## src/rtl/pipe_ctrl_pkg.sv

```systemverilog
// rtl/pipe_ctrl_pkg.sv - shared types and constants for the pipeline controller
// Purpose: FSM state encoding, default memory timeout, register-address and
//          wait-counter widths used by pipe_ctrl and hazard_detect.
// Ports:   none (package)
package pipe_ctrl_pkg;

  localparam int unsigned REG_ADDR_W          = 5;
  localparam int unsigned WAIT_CNT_W          = 8;
  localparam int unsigned MEM_TIMEOUT_DEFAULT = 255;
  localparam int unsigned STALL_CNT_W         = 32;

  typedef enum logic [1:0] {
    IDLE     = 2'd0,
    RUN      = 2'd1,
    MEM_WAIT = 2'd2
  } state_e;

endpackage

```

## src/rtl/pipe_ctrl_hazard_detect.sv

```systemverilog
// rtl/pipe_ctrl_hazard_detect.sv - combinational load-use hazard compare
// Purpose: flags a load in EX whose destination feeds a source operand of
//          the instruction in ID. A pending memory stall masks the hazard
//          because the whole pipe is frozen anyway.
// Ports:   mem_stall_i       - memory stall active this cycle
//          idex_memread_i    - load occupies EX
//          idex_rdaddr_i     - EX destination register
//          ifid_rs1addr_i    - ID source register 1
//          ifid_rs2addr_i    - ID source register 2
//          load_use_o        - load-use hazard present
module hazard_detect
  import pipe_ctrl_pkg::*;
(
  input  logic                  mem_stall_i,
  input  logic                  idex_memread_i,
  input  logic [REG_ADDR_W-1:0] idex_rdaddr_i,
  input  logic [REG_ADDR_W-1:0] ifid_rs1addr_i,
  input  logic [REG_ADDR_W-1:0] ifid_rs2addr_i,
  output logic                  load_use_o
);

  logic rd_nonzero;
  logic rd_match;

  // x0 is hardwired to zero, so a load targeting it never creates a dependency
  assign rd_nonzero = (idex_rdaddr_i != '0);
  assign rd_match   = (idex_rdaddr_i == ifid_rs1addr_i) ||
                      (idex_rdaddr_i == ifid_rs2addr_i);

  assign load_use_o = !mem_stall_i && idex_memread_i && rd_nonzero && rd_match;

endmodule

```

## src/rtl/pipe_ctrl.sv

```systemverilog
// rtl/pipe_ctrl.sv - pipeline hazard and memory-wait controller
// Purpose: three-state FSM (IDLE/RUN/MEM_WAIT) producing PC-write, stall,
//          flush and bubble controls with priority mem_stall > load_use >
//          branch, a saturating memory-wait counter with sticky timeout flag,
//          and an optional stall-cycle counter.
// Build option: PIPE_CTRL_STALL_CNT_EN builds the 32-bit stall counter;
//          without it stall_cnt_o is tied to zero.
// Ports:   clk_i                      - clock, rising edge
//          rst_i                      - asynchronous reset, active low
//          start_i                    - run enable
//          IDEX_MemRead_i/RDaddr_i    - load in EX and its destination
//          IFID_RS1addr_i/RS2addr_i   - ID-stage source registers
//          branch_taken_i             - branch resolved taken in ID
//          mem_req_i / mem_ack_i      - data-memory request / completion
//          PCWrite_o                  - PC may update
//          IFID/IDEX/EXMEM/MEMWB_stall_o - hold pipeline registers
//          IFID_flush_o               - zero IF/ID instruction
//          bubble_o                   - zero control into ID/EX
//          err_o                      - sticky memory timeout (registered)
//          stall_cnt_o                - stall cycle count (registered)
module pipe_ctrl
  import pipe_ctrl_pkg::*;
#(
  parameter int unsigned MEM_TIMEOUT = MEM_TIMEOUT_DEFAULT
) (
  input  logic                   clk_i,
  input  logic                   rst_i,
  input  logic                   start_i,
  input  logic                   IDEX_MemRead_i,
  input  logic [REG_ADDR_W-1:0]  IDEX_RDaddr_i,
  input  logic [REG_ADDR_W-1:0]  IFID_RS1addr_i,
  input  logic [REG_ADDR_W-1:0]  IFID_RS2addr_i,
  input  logic                   branch_taken_i,
  input  logic                   mem_req_i,
  input  logic                   mem_ack_i,
  output logic                   PCWrite_o,
  output logic                   IFID_stall_o,
  output logic                   IDEX_stall_o,
  output logic                   EXMEM_stall_o,
  output logic                   MEMWB_stall_o,
  output logic                   IFID_flush_o,
  output logic                   bubble_o,
  output logic                   err_o,
  output logic [STALL_CNT_W-1:0] stall_cnt_o
);

  localparam logic [WAIT_CNT_W-1:0] TIMEOUT_CNT = WAIT_CNT_W'(MEM_TIMEOUT);

  state_e                 state_q, state_d;
  logic [WAIT_CNT_W-1:0]  wait_cnt_q, wait_cnt_d;
  logic                   err_q, err_d;
  logic                   mem_stall;
  logic                   load_use;

  assign mem_stall = (state_q != IDLE) && mem_req_i && !mem_ack_i;

  hazard_detect u_hazard_detect (
    .mem_stall_i    (mem_stall),
    .idex_memread_i (IDEX_MemRead_i),
    .idex_rdaddr_i  (IDEX_RDaddr_i),
    .ifid_rs1addr_i (IFID_RS1addr_i),
    .ifid_rs2addr_i (IFID_RS2addr_i),
    .load_use_o     (load_use)
  );

  // Next state and combinational pipeline controls
  always_comb begin
    state_d       = state_q;
    PCWrite_o     = 1'b1;
    IFID_stall_o  = 1'b0;
    IDEX_stall_o  = 1'b0;
    EXMEM_stall_o = 1'b0;
    MEMWB_stall_o = 1'b0;
    IFID_flush_o  = 1'b0;
    bubble_o      = 1'b0;

    unique case (state_q)
      RUN, MEM_WAIT: begin
        if (mem_stall) begin
          PCWrite_o     = 1'b0;
          IFID_stall_o  = 1'b1;
          IDEX_stall_o  = 1'b1;
          EXMEM_stall_o = 1'b1;
          MEMWB_stall_o = 1'b1;
          state_d       = MEM_WAIT;
        end else begin
          state_d = RUN;
          if (load_use) begin
            // Hold IF/ID and PC, let EX onward drain while a bubble enters EX
            PCWrite_o    = 1'b0;
            IFID_stall_o = 1'b1;
            bubble_o     = 1'b1;
          end else if (branch_taken_i) begin
            IFID_flush_o = 1'b1;
          end
        end
      end
      default: begin
        PCWrite_o     = 1'b0;
        IFID_stall_o  = 1'b1;
        IDEX_stall_o  = 1'b1;
        EXMEM_stall_o = 1'b1;
        MEMWB_stall_o = 1'b1;
        state_d       = start_i ? RUN : IDLE;
      end
    endcase

    // Dropping run enable parks the pipe from any state
    if (!start_i) begin
      state_d = IDLE;
    end
  end

  // Wait counter: cleared on the RUN->MEM_WAIT stall cycle, then counts
  // every further stalled cycle spent in MEM_WAIT, holding at the timeout
  always_comb begin
    wait_cnt_d = wait_cnt_q;
    if (state_q == RUN && mem_stall) begin
      wait_cnt_d = '0;
    end else if (state_q == MEM_WAIT && mem_stall && wait_cnt_q != TIMEOUT_CNT) begin
      wait_cnt_d = wait_cnt_q + 1'b1;
    end
    err_d = err_q || (wait_cnt_d == TIMEOUT_CNT);
  end

  always_ff @(posedge clk_i or negedge rst_i) begin
    if (!rst_i) begin
      state_q    <= IDLE;
      wait_cnt_q <= '0;
      err_q      <= 1'b0;
    end else begin
      state_q    <= state_d;
      wait_cnt_q <= wait_cnt_d;
      err_q      <= err_d;
    end
  end

  assign err_o = err_q;

`ifdef PIPE_CTRL_STALL_CNT_EN
  logic [STALL_CNT_W-1:0] stall_cnt_q, stall_cnt_d;

  // Any active-state cycle that blocks the PC counts as a stall; wraps freely
  always_comb begin
    stall_cnt_d = stall_cnt_q;
    if (state_q != IDLE && !PCWrite_o) begin
      stall_cnt_d = stall_cnt_q + 1'b1;
    end
  end

  always_ff @(posedge clk_i or negedge rst_i) begin
    if (!rst_i) begin
      stall_cnt_q <= '0;
    end else begin
      stall_cnt_q <= stall_cnt_d;
    end
  end

  assign stall_cnt_o = stall_cnt_q;
`else
  assign stall_cnt_o = '0;
`endif

endmodule

```

## config.mk

```make
export PLATFORM = sky130hd
export DESIGN_NAME = pipe_ctrl
export DESIGN_NICKNAME = d
export VERILOG_FILES = /design/src/rtl/pipe_ctrl_pkg.sv /design/src/rtl/pipe_ctrl_hazard_detect.sv /design/src/rtl/pipe_ctrl.sv
export SDC_FILE = /design/constraint.sdc
export NUM_CORES = 1
export LEC_CHECK = 0
export BUFFER_PORTS_ARGS = -buffer_cell sky130_fd_sc_hd__buf_2
export CAP_MARGIN = 40
export CORE_ASPECT_RATIO = 1.4
export CORE_MARGIN = 2
export CORE_UTILIZATION = 49
export CTS_CLUSTER_DIAMETER = 100
export DETAILED_ROUTE_END_ITERATION = 8
export PLACE_DENSITY_LB_ADDON = 0.1
export SYNTH_ARGS = -nofsm -noshare
export SYNTH_HDL_FRONTEND = slang
export SYNTH_HIERARCHICAL = 1
export SYNTH_SLANG_ARGS = --single-unit
```

## constraint.sdc

```tcl
create_clock -name clk_i -period 3.6 [get_ports clk_i]
set_clock_uncertainty 0.15 [all_clocks]
set_input_delay 0.9 -clock clk_i [delete_from_list [all_inputs] [get_ports clk_i]]
set_output_delay 0.9 -clock clk_i [all_outputs]
set_load 0.02 [all_outputs]
```

Word-level counts from Yosys, hierarchy flattened. Cells that the tools add are included.

$add $sub $neg: 1. Multiply operators: 0. Divide/modulo/power cells: 0. $lt $le $gt $ge: 0. Eq/ne operators: 6. Shifts and indexed selects: 0. Mux-type cells: 19. Bitwise gates (word level): 0. Reductions and logical operators: 15.

Operators by type and width (number): $mux W8 (2); $mux W1 (14); $eq A5 B5 Y1 (2); $add A8 B1 Y8 const B (1); $eq A8 B8 Y1 const B (1); $logic_and A1 B1 Y1 (8); $ne A8 B8 Y1 const B (1); $mux W2 (3); $reduce_bool A5 Y1 (1); $eq A2 B1 Y1 const B (1); $eq A2 B2 Y1 const B (1); $logic_not A1 Y1 (2); $logic_or A1 B1 Y1 (2); $reduce_bool A2 Y1 (1); $reduce_or A2 Y1 (1).

Flip-flop bits (word level): 11. Bits in latches: 0. Memory bits (writable): 0. Memory bits (read-only): 0. Bits of input ports: 22. Output and inout port bits: 40. Logic and storage cells: 44. Memories kept: 0.

Depth between registers and ports, before layout. Gate-level depths: netlist of run 1.

Depth after elaboration: 10. Mapped depth: 10. Depth with buffers taken out: 10.

By module. Netlist of run 1, hierarchy kept.

Modules (own cells, without submodules): pipe_ctrl (times used 1, cells an instance 118, area each 1051.0 um^2); hazard_detect (times used 1, cells an instance 18, area each 131.4 um^2).

Worst setup path after synthesis of run 1. No wires, ideal clock.

Path kind: input to output. From: in IDEX_RDaddr_i[3]. To: out IFID_flush_o. Data arrival time: 2234 ps. Path slack: 316 ps. Stages on the path: 5. Path buffers: 0. Cell sequence: or4_1 > o21ai_1 > a21oi_1 > nor2_1 > and2_1.

Word-level cells in the longest chain between the ends: 6.

RTL lines: start, declared (RTL line pipe_ctrl.sv:30) `input logic [REG_ADDR_W-1:0] IDEX_RDaddr_i,`; $eq A5 B5 Y1, or another cell as far along (RTL line pipe_ctrl_hazard_detect.sv:27) `assign rd_match = (idex_rdaddr_i == ifid_rs1addr_i) ||`; $logic_or A1 B1 Y1 / $logic_and A1 B1 Y1 (equally long branches) (RTL line pipe_ctrl_hazard_detect.sv:27, pipe_ctrl_hazard_detect.sv:30); $logic_and A1 B1 Y1 (*) (RTL line pipe_ctrl_hazard_detect.sv:30) `assign load_use_o = !mem_stall_i && idex_memread_i && rd_nonzero && rd_match;`; named net load_use (RTL line pipe_ctrl.sv:53) `logic load_use;`; $mux W1 (*) (RTL line pipe_ctrl.sv:88) `if (load_use) begin`; $mux W1 (*) (RTL line pipe_ctrl.sv:79) `if (mem_stall) begin`; $mux W1 (*) (RTL line pipe_ctrl.sv:77) `unique case (state_q)`; end, declared (RTL line pipe_ctrl.sv:41) `output logic IFID_flush_o,`.

Mark *: on every way through the listed nets, which the timed path passes. The rest lies on a longest branch.

Final worst setup path of run 1. Same ends and word-level chain as after synthesis.

==> key figures, run 1 <==
Final layout
  – Final Util: 0.522
  – Ant diodes: 0
  – Layout cells sized above 1: 0.264
  – Filler Cell Count: 241
  – Area Overhead vs Synth: 3.17%
  – Reg area: 275 um2
  – Final Cell Area: 1220 um2
  – Multi-input logic area: 718 um2
  – Final Net Count: 190

Placed design
  – DP Worst Slack: 0.370 ns
  – Final Wtd Congestion: 0.734
  – Placed Area: 1190 um2
  – I/O Buffers: 29
  – Post-DP HPWL: 1740 um

STA
  – Max Transition Viols Final: 0
  – Upper clock frequency limit: 0.310 GHz
  – Fin Hold WS: 0.310 ns
  – Setup TNS: 0 ns
  – Crit share post-route: 0.896
  – Final worst slack: 0.373 ns
  – RSZ-0062 raised after global routing: no
  – Setup violators final: 0
  – Fin. Hold Viols: 0
  – Final min period: 3.23 ns

Global routing
  – Largest net degree at the start of global routing: 12
  – Global-route congestion overflow total: 0
  – Total Routing Usage GR: 0.158
  – Initial antenna violation count: 0
  – Number of global-route vias before repair: 832
  – First-pass GRT wire length: 3330 um

Synth
  – Syn Inst Count: 136
  – Yosys warns: 6
  – Synth area leaders: dfrtp_1 23%, buf_4 22%, xor2_1 6.7%, ha_1 4.2%, xnor2_1 3.0%
  – Synth Cell Area: 1180 um2
  – Sequential share of the synthesized area: 0.233
  – Share of Yosys cell area claimed by the top area cell type: 0.233
  – Yosys top cell by area: dfrtp_1
  – FFs w/ async S/R, synth: 1.00
  – Avg Cell Area, Syn: 8.69 um2
  – Post-synthesis register bit count: 11
  – Synth Flop Type: dfrtp_1
  – Synth cell types: 41
  – Post-synth EDFFs: 0

Pwr
  – Seq pwr share: 0.422
  – P_int: 0.196 mW
  – Net Sw Frac: 0.357
  – Pleak: 0.614 nW
  – Comb pwr share: 0.297
  – Maximum VDD drop: 156 uV
  – Power per Cell Area: 249 nW/um2
  – Clock network power share: 0.281
  – Net Switching: 0.109 mW

Drt
  – DR pass1 iterations: 4
  – Initial DRC count: 8
  – Mean routed wirelength per cell: 11.0 um
  – Post-route antenna net violation count: 0
  – Detailed-route wire length: 2040 um
  – Vias: 906
  – Drt drc: 0
  – Via density: 4.87

Flow run
  – Max cap viols: 0

Clocking
  – Worst-case clock buffer depth: 2
  – Number of buffers created by CTS: 3
  – Worst-path clk slew: 0.07 ns
  – Count of hold-fix buffers inserted at cts: 0
  – TritonCTS clock tree: yes
  – Post-CTS Setup Repair Bufs: 0
  – Clk Latency, worst-skew pair: 0.27 ns
  – Cell chosen for the clock root: clkbuf_4
  – H-tree depth: 1
  – Resized Gates After CTS: 0
  – Clock sinks: 11

Setup path
  – CP max FO: 3
  – Crit end category: primary output
  – Critical path type: primary input to primary output
  – Critical Path AT: 2.18 ns
  – CP Launch Type: primary input
  – Data required, critical path: 2.55 ns

Die
  – Initial Utilization: 0.506
  – I/O Pins: 62
  – Die area: 2830 um2
  – Placeable Area: 2340 um2
  – Num rows: 21
  – Die height: 62.1 um
  – Die Wd: 45.5 um

Status
  – Result of the run: finished clean

Min path
  – Hold WC Path Type: flip-flop to flip-flop
==> cell families after synthesis <==
family,count (synthesis),synth area share
mux,2,0.0169
xor+xnor,13,0.0963
flops,11,0.233
buf+inv,44,0.258
compound gates,14,0.106
simple gates,47,0.244
other cells,1,0.00317
fa+ha+maj,4,0.0423
==> critical path, cell delays in order <==
cell and delay, ns:
buf_2 0.12, or4_1 0.52, o21ai_1 0.12, a21oi_1 0.06, nor2_1 0.16, and2_1 0.15
buf_2 0.15
==> metal layers <==
metal | track usage | share of wire | up-vias
li1 | - | - | 453
met1 | 0.158 | 0.36 | 417
met2 | 0.287 | 0.56 | 31
met3 | 0.0203 | 0.055 | 5
met4 | 0.0882 | 0.026 | 0
met5 | 0 | 0 | -
==> Yosys cell counts (2+ instances only) <==
cell and instances:
and3_1 2, ha_1 4, xor2_1 9, nand3_1 6, nand2_1 8, and2_1 2
nand4_1 2, mux2i_1 2, and4bb_2 2, a31oi_1 2, dfrtp_1 11, buf_4 35
xnor2_1 4, o21a_1 2, inv_1 7, nor2_1 8, nor3_1 4, nor2b_1 3
==> registers in the layout (all words and copies together), names as in the netlist <==
signal / cells
state_q: 2
err_o: 1
wait_cnt_q: 8
==> layout make-up <==
type                       count  share of cell area
timing repair buffer          29               0.119
multi-input combinational    112               0.589
clock buffer                   4              0.0215
inverter                       7              0.0215
sequential                    11               0.226
tap                           23              0.0236
==> final timing paths <==
kind / end / startpoint / cells after the start / slack, ns
max in group asynchronous: wait_cnt_q[5] / rst_i / 1 / 2.76
max reg2reg: err_o / wait_cnt_q[0] / 6 / 1.36
min: err_o / err_o / 2 / 0.31
min in group asynchronous: wait_cnt_q[2] / rst_i / 1 / 0.34
max: IFID_flush_o / IDEX_RDaddr_i[3] / 7 / 0.37
min reg2reg: err_o / err_o / 2 / 0.31
==> through the flow <==
step,total power [mW],cells
finish,0.304,186
global route,0.322,186
CTS,0.307,186
detailed placement,0.221,182
global placement,0.219,182
floorplan,0.223,167
==> cell usage in the layout (no fill, tap or decap), drive strengths merged, types with 3 or more instances in the layout <==
cell type   n
conb       32
buf        29
dfrtp      11
xor2        9
nor2        8
nand2       8
inv         7
nand3       6
nor3        4
ha          4
xnor2       4
clkbuf      4
nor2b       3
nand4       3
and3        3
==> power by group through the flow <==
stage | Combinational, mW | Clock (mW) | Sequential [mW]
4_1_cts | 0.0905 | 0.0880 | 0.128
3_3_place_gp | 0.0889 | 0 | 0.131
6_report | 0.0903 | 0.0855 | 0.128
5_1_grt | 0.0984 | 0.0950 | 0.129
2_1_floorplan | 0.0925 | 0 | 0.130
3_5_place_dp | 0.0902 | 0 | 0.131
No activity file was read; power rests on OpenSTA's default activity.
==> run 2, diff against run 1 <==
--- a/config.mk
+++ b/config.mk
@@ -13,6 +13,7 @@
 export CTS_CLUSTER_DIAMETER = 100
 export DETAILED_ROUTE_END_ITERATION = 8
 export PLACE_DENSITY_LB_ADDON = 0.1
+export RECOVER_POWER = 50
 export SYNTH_ARGS = -nofsm -noshare
 export SYNTH_HDL_FRONTEND = slang
 export SYNTH_HIERARCHICAL = 1
==> key figures, run 2 (synthesis gave the netlist of run 1 again) <==
Drt
  – Mean routed wirelength per cell: 11.0 um
  – Met2 Wirelength: 1130 um
  – Vias: 906
  – Detailed-route wire length: 2040 um
  – WL met1: 741 um
  – Met3 WL post-DR: 112 um
  – Via density: 4.87
  – DR pass1 iterations: 4
  – Drt drc: 0
  – Initial DRC count: 8
  – Post-route antenna net violation count: 0
  – Max layer used: met4

STA
  – Setup violators final: 0
  – Slew headroom: 0.597
  – Final min period: 3.23 ns
  – Worst slew pin tran: 0.605 ns
  – RSZ-0062 raised after global routing: no
  – Max Transition Viols Final: 0
  – Setup TNS: 0 ns
  – Fin. Hold Viols: 0
  – Upper clock frequency limit: 0.310 GHz
  – Crit share post-route: 0.896

Placed design
  – Final Wtd Congestion: 0.734
  – I/O Buffers: 29
  – Post-DP HPWL: 1740 um

Setup path
  – Most used cell, CP: buf_2
  – CP max FO: 3
  – Crit end category: primary output
  – CP max-delay cell: or4_1
  – CP peak stage delay: 0.52 ns
  – Data required, critical path: 2.55 ns
  – CP Launch Type: primary input
  – Critical path type: primary input to primary output
  – Worst-path cell chain: buf_2 -> or4_1 -> o21ai_1 -> a21oi_1 -> nor2_1 -> and2_1 -> buf_2
  – Worst Path Buf+Inv: 2
  – Critical Path AT: 2.18 ns
  – CP top delay family: simple AND/OR/NAND/NOR gates

Clocking
  – Worst-case clock buffer depth: 2
  – Worst-path clk slew: 0.07 ns
  – H-tree depth: 1
  – Clock sinks: 11
  – Number of buffers created by CTS: 3
  – Post-CTS Setup Repair Bufs: 0
  – Resized Gates After CTS: 0
  – Cell chosen for the clock root: clkbuf_4
  – Count of hold-fix buffers inserted at cts: 0
  – Clk Latency, worst-skew pair: 0.27 ns
  – TritonCTS clock tree: yes

Die
  – Initial Utilization: 0.506
  – I/O Pins: 62
  – Die area: 2830 um2
  – Die Wd: 45.5 um
  – Num rows: 21
  – Placeable Area: 2340 um2
  – Die height: 62.1 um

Min path
  – Hold WC Path Type: flip-flop to flip-flop

Pwr
  – Power per Cell Area: 250 nW/um2
  – Total power draw: 0.304 mW
  – Maximum VDD drop: 156 uV
  – Pleak: 0.608 nW

Global routing
  – Number of global-route vias before repair: 832
  – Global-route congestion overflow total: 0
  – First-pass GRT wire length: 3330 um
  – Total Routing Usage GR: 0.158
  – Initial antenna violation count: 0
  – Largest net degree at the start of global routing: 12

Final layout
  – Layout cells sized above 1: 0.245
  – Max FFs per register: 8
  – Commonest non-fill, non-tap cells in the layout: 32 x conb_1, 26 x buf_2, 11 x dfrtp_1
  – Ant diodes: 0
  – Area Overhead vs Synth: 2.86%
  – Most common cell after layout, fill and taps aside: conb_1
  – Filler Cell Count: 238
  – Final Net Count: 190
  – Biggest register: wait_cnt_q

Status
  – Result of the run: finished clean

Flow run
  – Max cap viols: 0
run 2: cell types whose count changed in the layout (fill, tap and decap cells not counted):
| cell | change |
|---|---|
| buf_2 | -3 |
| clkbuf_1 | +3 |
run 2: worst reg2reg max path: stages (launching register included):
cell and delay, ns:
dfrtp_1 0.43, ha_1 0.33, nand4_2 0.16, o21a_1 0.35
and4b_1 0.28, o32ai_2 0.31, o41ai_2 0.09
run 2: per-layer routing:
layer | vias to the layer above | global-route usage
li1 | 453 | -
met1 | 417 | 0.158
met2 | 31 | 0.287
met3 | 5 | 0.0203
met4 | 0 | 0.0882
met5 | - | 0
run 2: report_power, final:
part	total [mW]	switching, mW	internal [mW]
Combinational	0.0899	0.0633	0.0266
Sequential	0.128	0.00266	0.126
Clock	0.0855	0.0426	0.0429
run 2: layout make-up:
cell class	instances	area, um2	share of cell area
inverter	7	26.3	0.0216
sequential	11	275	0.226
tap	23	28.8	0.0237
clock buffer	4	26.3	0.0216
timing repair buffer	29	141	0.116
multi-input combinational	112	718	0.591
run 2: stage by stage:
stage               cells  hold slack, ns  setup WS [ns]   util  area [um2]
floorplan             167           0.398          0.316      -        1300
global placement      182           0.292          0.392  0.510        1190
detailed placement    182           0.300          0.370  0.510        1190
CTS                   186           0.317          0.365  0.522        1220
global route          186           0.341          0.295  0.520        1220
finish                186           0.314          0.373  0.520        1220
run 2: final timing paths:
check	start	endpoint	slack, ns	cells after the start
worst max-delay path	IDEX_RDaddr_i[3]	IFID_flush_o	0.37	7
worst max register to register	wait_cnt_q[0]	err_o	1.36	6
worst min-delay path	err_o	err_o	0.31	2
min in group asynchronous	rst_i	wait_cnt_q[2]	0.45	1
worst min register to register	err_o	err_o	0.31	2
max in group asynchronous	rst_i	wait_cnt_q[5]	2.45	1
==> run 3, diff against run 2 <==
--- a/config.mk
+++ b/config.mk
@@ -13,7 +13,7 @@
 export CTS_CLUSTER_DIAMETER = 100
 export DETAILED_ROUTE_END_ITERATION = 8
 export PLACE_DENSITY_LB_ADDON = 0.1
-export RECOVER_POWER = 50
+export RECOVER_POWER = 100
 export SYNTH_ARGS = -nofsm -noshare
 export SYNTH_HDL_FRONTEND = slang
 export SYNTH_HIERARCHICAL = 1
==> key figures, run 3 (synthesis gave the netlist of run 1 again) <==
Die
  – I/O Pins: 62
  – Placeable Area: 2340 um2
  – Die area: 2830 um2
  – Initial Utilization: 0.506
  – Die Wd: 45.5 um
  – Die height: 62.1 um
  – Num rows: 21

Pwr
  – Total power draw: 0.302 mW
  – Seq pwr share: 0.425
  – Comb pwr share: 0.291
  – Clock network power share: 0.284
  – P_int: 0.193 mW
  – Power per Cell Area: 256 nW/um2
  – Pleak: 0.578 nW
  – Net Sw Frac: 0.359
  – Net Switching: 0.108 mW
  – Maximum VDD drop: 153 uV

Final layout
  – Biggest register: wait_cnt_q
  – Commonest non-fill, non-tap cells in the layout: 32 x conb_1, 19 x buf_2, 11 x clkbuf_1, 11 x dfrtp_1, 9 x xor2_1
  – Area Overhead vs Synth: -0.106%
  – Reg area: 275 um2
  – Final Util: 0.505
  – Non-Filler Instances: 186
  – Most common cell after layout, fill and taps aside: conb_1
  – Filler Cell Count: 245
  – Max FFs per register: 8
  – Multi-input logic area: 692 um2
  – Layout cells sized above 1: 0.178
  – Ant diodes: 0
  – Final Net Count: 190

Setup path
  – CP max-delay cell: or4_1
  – CP max FO: 3
  – Critical Path AT: 2.25 ns
  – CP Launch Type: primary input
  – CP top delay family: simple AND/OR/NAND/NOR gates
  – CP peak stage delay: 0.52 ns
  – Crit end category: primary output
  – Worst-path cell chain: buf_2 -> or4_1 -> o21ai_1 -> a21oi_1 -> nor2_1 -> and2_1 -> clkbuf_1
  – Critical path type: primary input to primary output
  – Worst Path Buf+Inv: 2
  – Data required, critical path: 2.55 ns

Drt
  – Vias: 907
  – DR pass1 iterations: 4
  – Drt drc: 0
  – Detailed-route wire length: 2010 um
  – Via density: 4.88
  – Mean routed wirelength per cell: 10.8 um
  – Initial DRC count: 13
  – Post-route antenna net violation count: 0

Clocking
  – Worst-path clk slew: 0.07 ns
  – TritonCTS clock tree: yes
  – Count of hold-fix buffers inserted at cts: 0
  – Clk Latency, worst-skew pair: 0.27 ns
  – Number of buffers created by CTS: 3
  – H-tree depth: 1
  – Post-CTS Setup Repair Bufs: 0
  – Resized Gates After CTS: 0
  – Clock sinks: 11
  – Worst-case clock buffer depth: 2
  – Cell chosen for the clock root: clkbuf_4

STA
  – Final min period: 3.30 ns
  – Max Transition Viols Final: 0
  – Setup violators final: 0
  – Crit share post-route: 0.917
  – Upper clock frequency limit: 0.303 GHz
  – Setup TNS: 0 ns
  – Slew headroom: 0.598
  – RSZ-0062 raised after global routing: no
  – Final worst slack: 0.298 ns
  – Fin. Hold Viols: 0
  – Worst slew pin tran: 0.604 ns

Placed design
  – DP Cell Count: 182
  – I/O Buffers: 29
  – Final Wtd Congestion: 0.734
  – Post-DP HPWL: 1740 um
  – DP Worst Slack: 0.370 ns

Global routing
  – Number of global-route vias before repair: 832
  – Global-route congestion overflow total: 0
  – First-pass GRT wire length: 3330 um
  – Total Routing Usage GR: 0.158
  – Initial antenna violation count: 0
  – Largest net degree at the start of global routing: 12

Flow run
  – Max cap viols: 0

Status
  – Result of the run: finished clean

Min path
  – Hold WC Path Type: flip-flop to flip-flop
-- run 3: final cells by class --
cell class	instances	share of cell area
Tap cell	23	0.0244
Multi-Input combinational cell	112	0.586
Inverter	7	0.0222
Timing Repair Buffer	29	0.112
Sequential cell	11	0.233
Clock buffer	4	0.0222
-- run 3: per-stage QoR --
| step | hold WS [ns] | area [um2] |
|---|---|---|
| 4_1_cts | 0.317 | 1220 |
| 3_3_place_gp | 0.292 | 1190 |
| 2_1_floorplan | 0.398 | 1300 |
| 6_report | 0.318 | 1180 |
| 5_1_grt | 0.352 | 1180 |
| 3_5_place_dp | 0.300 | 1190 |
-- run 3: power by group through the flow --
stage,combinational [mW],sequential (mW),clock [mW]
CTS,0.0905,0.128,0.0880
global placement,0.0889,0.131,0
global route,0.0960,0.129,0.0950
floorplan,0.0925,0.130,0
finish,0.0878,0.128,0.0856
detailed placement,0.0902,0.131,0
-- run 3: path summary, 6_finish.rpt --
check | depth (start not counted) | end | from | slack (ns)
setup / recovery | 7 | IFID_flush_o | IDEX_RDaddr_i[3] | 0.30
hold / removal | 2 | err_o | err_o | 0.32
setup reg to reg | 6 | err_o | wait_cnt_q[0] | 1.28
hold reg to reg | 2 | err_o | err_o | 0.32
max in group asynchronous | 1 | wait_cnt_q[5] | rst_i | 2.45
min in group asynchronous | 1 | wait_cnt_q[2] | rst_i | 0.45
-- run 3: tightest hold or removal path: cells and delay by family, from the launching register on --
kind / cells / cell delay [ns]
AOI/OAI and AO/OA: 1 / 0.05
buffers and inverters: 1 / 0.04
DFF: 1 / 0.34
-- run 3: metal layers --
| layer | vias to the layer above | wire length [um] | track usage |
|---|---|---|---|
| met3 | 5 | 97 | 0.0203 |
| met2 | 31 | 1130 | 0.287 |
| li1 | 454 | - | - |
| met1 | 417 | 729 | 0.158 |
| met5 | - | 0 | 0 |
| met4 | 0 | 53 | 0.0882 |
